<file path="src/rtl/pipe_stage_reg.sv">
// pipe_stage_reg: reusable valid/ready pipeline stage with flush, optional skid entry and stall counter
module pipe_stage_reg #(
   parameter int PAYLOAD_WIDTH = 64,
   parameter int CTRL_WIDTH    = 4,
   parameter int SKID          = 1,
   parameter int CNT_WIDTH     = 16
) (
   input  logic                     cpu_clk,
   input  logic                     cpu_rst,
   input  logic                     flush,
   input  logic                     in_valid,
   output logic                     in_ready,
   input  logic [PAYLOAD_WIDTH-1:0] in_payload,
   input  logic [CTRL_WIDTH-1:0]    in_ctrl,
   output logic                     out_valid,
   input  logic                     out_ready,
   output logic [PAYLOAD_WIDTH-1:0] out_payload,
   output logic [CTRL_WIDTH-1:0]    out_ctrl,
   input  logic                     stat_clr,
   output logic [CNT_WIDTH-1:0]     stall_cnt
);
   typedef enum logic [1:0] {EMPTY, ONE, TWO} state_t;
   state_t state, state_nx;
   logic [PAYLOAD_WIDTH-1:0] m_payload, s_payload;
   logic [CTRL_WIDTH-1:0] m_ctrl, s_ctrl;
   logic accept, consume, load_m_in, load_m_s, load_s;
   assign out_valid   = state != EMPTY;
   assign out_payload = m_payload;
   assign out_ctrl    = m_ctrl;
   assign in_ready    = !cpu_rst && (SKID != 0 ? state != TWO : (out_ready || !out_valid));
   assign accept      = in_valid && in_ready;
   assign consume     = out_valid && out_ready;
   // next occupancy and which register loads from where; flush overrides everything
   always_comb begin
      state_nx  = state;
      load_m_in = 1'b0;
      load_m_s  = 1'b0;
      load_s    = 1'b0;
      case (state)
         EMPTY: if (accept) begin
            state_nx  = ONE;
            load_m_in = 1'b1;
         end
         ONE: if (accept && consume) load_m_in = 1'b1;
            else if (accept) begin
               state_nx = TWO;
               load_s   = 1'b1;
            end
            else if (consume) state_nx = EMPTY;
         TWO: if (consume) begin
            state_nx = ONE;
            load_m_s = 1'b1;
         end
         default: state_nx = EMPTY;
      endcase
      if (flush) state_nx = EMPTY;
   end
   // state and data registers; ctrl of any register left empty is zeroed so bubbles carry no side effects
   always_ff @(posedge cpu_clk) begin
      if (cpu_rst) begin
         state     <= EMPTY;
         m_payload <= '0;
         s_payload <= '0;
         m_ctrl    <= '0;
         s_ctrl    <= '0;
      end else begin
         state     <= state_nx;
         m_payload <= load_m_in ? in_payload : load_m_s ? s_payload : m_payload;
         s_payload <= load_s ? in_payload : s_payload;
         m_ctrl    <= state_nx == EMPTY ? '0 : load_m_in ? in_ctrl : load_m_s ? s_ctrl : m_ctrl;
         s_ctrl    <= state_nx == TWO ? (load_s ? in_ctrl : s_ctrl) : '0;
      end
   end
   // saturating count of back-pressured cycles; clear wins over increment, flush leaves it alone
   always_ff @(posedge cpu_clk) begin
      if (cpu_rst || stat_clr) stall_cnt <= '0;
      else if (out_valid && !out_ready && stall_cnt != '1) stall_cnt <= stall_cnt + 1'b1;
   end
endmodule

</file>
<file path="config.mk">
export PLATFORM = sky130hd
export DESIGN_NAME = pipe_stage_reg
export DESIGN_NICKNAME = d
export VERILOG_FILES = /design/src/rtl/pipe_stage_reg.sv
export SDC_FILE = /design/constraint.sdc
export NUM_CORES = 1
export LEC_CHECK = 0
export BUFFER_PORTS_ARGS = -buffer_cell sky130_fd_sc_hd__buf_2
export CAP_MARGIN = 20
export CORE_MARGIN = 1
export CORE_UTILIZATION = 30
export CTS_BUF_LIST = sky130_fd_sc_hd__clkbuf_16
export DETAILED_ROUTE_END_ITERATION = 7
export GPL_TIMING_DRIVEN = 0
export PLACE_DENSITY = 0.59
export SETUP_SLACK_MARGIN = 0.05
export SLEW_MARGIN = 20
export SYNTH_ARGS = -nofsm -noshare
export SYNTH_HDL_FRONTEND = slang
export SYNTH_SLANG_ARGS = --single-unit
</file>
<file path="constraint.sdc">
create_clock -name cpu_clk -period 4.8 [get_ports cpu_clk]
set_clock_uncertainty 0.05 [all_clocks]
set_input_delay 0.72 -clock cpu_clk [delete_from_list [all_inputs] [get_ports cpu_clk]]
set_output_delay 0.72 -clock cpu_clk [all_outputs]
set_load 0.005 [all_outputs]
</file>
==> impl_metrics.py <==
metrics = {
    "cts": {
        "ctsLongestPathBuffers": 2,
        "worst_skew_pair.late_latency_ps": 420,
        "cts-buffers-inserted": 17,
        "cts.sink_count": 154,
        "number_of_buffers_inserted_to_repair_setup_after_cts": 0,
        "postCtsResizedCells": 0,
        "cts_tree": "done",
        "clk_transition_reported_paths_ps": 60,
        "ctsRootBufferMaster": "sky130_fd_sc_hd__clkbuf_16",
        "htree_levels": 4,
        "cts-hold-fix-buffers": 0,
    },
    "die": {
        "chipWidth_um": 148,
        "fp-row-count": 52,
        "floorplan.die.height_um": 148,
        "design.die.area_um2": 21800,
        "initial_utilization_pct": 31.1,
        "io_pins": 160,
        "core_area_um2": 20500,
    },
    "drt": {
        "viasPerCell": 5.05,
        "detail_route.wl_per_cell_um": 15.8,
        "routed_wl_um": 19900,
        "drcViolationCount": 0,
        "dr.pass1.iters": 5,
        "antenna_left": 0,
        "num_vias": 6370,
        "detailedRoute.firstIterationViolations": 294,
    },
    "logic_synthesis": {
        "post_synth_main_area_contributors": "sky130_fd_sc_hd__dfxtp_1, sky130_fd_sc_hd__nand2_1, sky130_fd_sc_hd__a311oi_1",
        "synth_edf_count": 0,
        "synth-main-ff-cell": "sky130_fd_sc_hd__dfxtp_1",
        "ys_async_sr_fraction_pct": 0,
        "post_synth_instance_area_um2": 6370,
        "synth_top_area_share_pct": 48.4,
        "synth-seq-cells": 154,
        "synth-seq-area-share_pct": 48.4,
        "yosysUniqueCellTypes": 43,
        "syn-instance-count": 801,
        "synth.avg_cell_area_um2": 7.95,
        "synth_area_leader_cell": "sky130_fd_sc_hd__dfxtp_1",
        "syn_warnings": 0,
        "mappedNetlistNets": 876,
    },
    "global_routing": {
        "first_pass_grt_wire_length_um": 31300,
        "grt_antenna_before_repair": 3,
        "globalRouteOverflowTotal": 0,
        "grt_pass1_vias": 5912,
        "grtUsageTotal_pct": 18.3,
        "grt_start_max_net_pins": 17,
    },
    "critical_path": {
        "setup.reg_to_reg.worst_slack_ps": 2610,
        "cp-end-kind": "output port",
        "worstPathMaxFanout": 10,
        "required_time_worst_endpoint_ps": 4030,
        "cp-start-kind": "primary input",
        "criticalPathCategory": "in -> out",
        "crit_arrival_ps": 2240,
    },
    "place": {
        "post_dp_cell_area_um2": 7490,
        "dp_hpwl_um": 13800,
        "post-place-cells": 1228,
        "gp_congestion": 0.759,
        "io_buffer_count": 157,
    },
    "timing": {
        "rsz0062_at_grt": "no",
        "timing.fmax_mhz": 332,
        "finalHoldViolations": 0,
        "timing.setup.tns_ps": 0,
        "worst_slew_pin_slew_ps": 698,
        "slew_headroom_pct": 53.4,
        "final.hold.worst_slack_ps": 404,
        "finalSetupViolCount": 0,
        "timing.final.crit_share_pct": 62.8,
        "final_number_of_max_transition_violations": 0,
        "min_period_ps": 3010,
    },
    "finish": {
        "commonest_cells_after_routing_fill_and_taps_aside": "sky130_fd_sc_hd__nand2_1, sky130_fd_sc_hd__buf_2, sky130_fd_sc_hd__dfxtp_1",
        "filler_cell_count": 2142,
        "nNetsFinal": 1052,
        "layout.area.seq_um2": 3080,
        "mostFrequentLayoutCell": "sky130_fd_sc_hd__nand2_1",
        "p_r_area_growth_vs_syn_pct": 27.1,
        "final_cells": 1262,
        "final_area_um2": 8100,
        "multi_input_comb_area_um2": 2960,
        "drive_above_1_share_pct": 22.5,
    },
    "pwr": {
        "vdd.ir_drop.worst_v": 0.000214,
        "report.power.total_w": 0.00296,
        "power_density_nw_per_um2": 365,
        "leakage_nw": 3.13,
    },
    "job": {
        "cap_violations": 0,
    },
    "outcome": {
        "status": "complete, no violations",
    },
    "hold_path": {
        "worstHoldPathType": "reg -> reg",
    },
}
## final timing paths
kind	from	cells past startpoint	end
worst max-delay path	cpu_rst	5	in_ready
worst min-delay path	s_payload[60]	2	s_payload[60]
worst min register to register	s_payload[60]	2	s_payload[60]
worst max register to register	state[0]	5	out_payload[20]
## cell usage after synthesis, types with 2 or more instances
master                     count
sky130_fd_sc_hd__and4_1        3
sky130_fd_sc_hd__o21ai_1       5
sky130_fd_sc_hd__inv_1         6
sky130_fd_sc_hd__buf_2        22
sky130_fd_sc_hd__nand2_1     209
sky130_fd_sc_hd__mux2i_1       5
sky130_fd_sc_hd__nand2b_1      4
sky130_fd_sc_hd__dfxtp_1     154
sky130_fd_sc_hd__a221oi_1      4
sky130_fd_sc_hd__a21oi_1      84
sky130_fd_sc_hd__or3_1         6
sky130_fd_sc_hd__clkbuf_1     43
sky130_fd_sc_hd__nand3_1      69
sky130_fd_sc_hd__o21ai_0       2
sky130_fd_sc_hd__o31ai_1       5
sky130_fd_sc_hd__nand4_1       3
sky130_fd_sc_hd__nor3_1        4
sky130_fd_sc_hd__and3_1        4
sky130_fd_sc_hd__or4_1         4
sky130_fd_sc_hd__nor2_1       75
sky130_fd_sc_hd__buf_4         4
sky130_fd_sc_hd__a311oi_1     64
sky130_fd_sc_hd__or2_2         2
## cell type report
type | instances | area share [%]
diodes | 2 | 0.0618
plain buffers | 70 | 3.77
clock buffers | 17 | 5.25
clock inverters | 15 | 2.15
inverters | 6 | 0.278
multi-input cells | 571 | 36.5
flip-flops and latches | 154 | 38.1
well taps | 270 | 4.17
repair buffers | 157 | 9.70
## critical path, stage by stage
cell and delay (ps):
sky130_fd_sc_hd__buf_2 220, sky130_fd_sc_hd__clkbuf_1 570, sky130_fd_sc_hd__clkbuf_1 470, sky130_fd_sc_hd__nor2_1 110, sky130_fd_sc_hd__buf_2 150
## flip-flops by register name, summed over array words and instances (netlist names)
| name | count |
|---|---|
| stall_cnt | 16 |
| out_payload | 64 |
| out_ctrl | 4 |
| s_ctrl | 4 |
| state | 2 |
| s_payload | 64 |
## metrics by stage
stage / setup slack, ps / utilization (%)
finish: 1790 / 39.5
floorplan: 2500 / -
global placement: 1790 / 36.6
CTS: 1780 / 39.5
global route: 1610 / 39.5
detailed placement: 1780 / 36.6
## power breakdown
part           switching (W)  internal (W)
Clock               0.000562      0.000818
Sequential         0.0000234       0.00132
Combinational       0.000140     0.0000921
## logic make-up after synthesis
group / count (synthesis) / share of synthesized area (%)
AOI/OAI and AO/OA: 171 / 18.2
buffers and inverters: 76 / 5.15
adders and majority gates: 1 / 0.196
muxes: 5 / 0.786
DFF: 154 / 48.4
and+or+nand+nor: 394 / 27.3
## metal layers
metal	up-vias	part of all wire (%)	GRT usage (%)
met1	3012	47	25.0
met2	171	45	28.0
met4	2	1.1	5.46
li1	3166	-	-
met5	-	0.085	0
met3	19	5.9	5.19
Note: power is estimated with default switching activity, not from simulation.
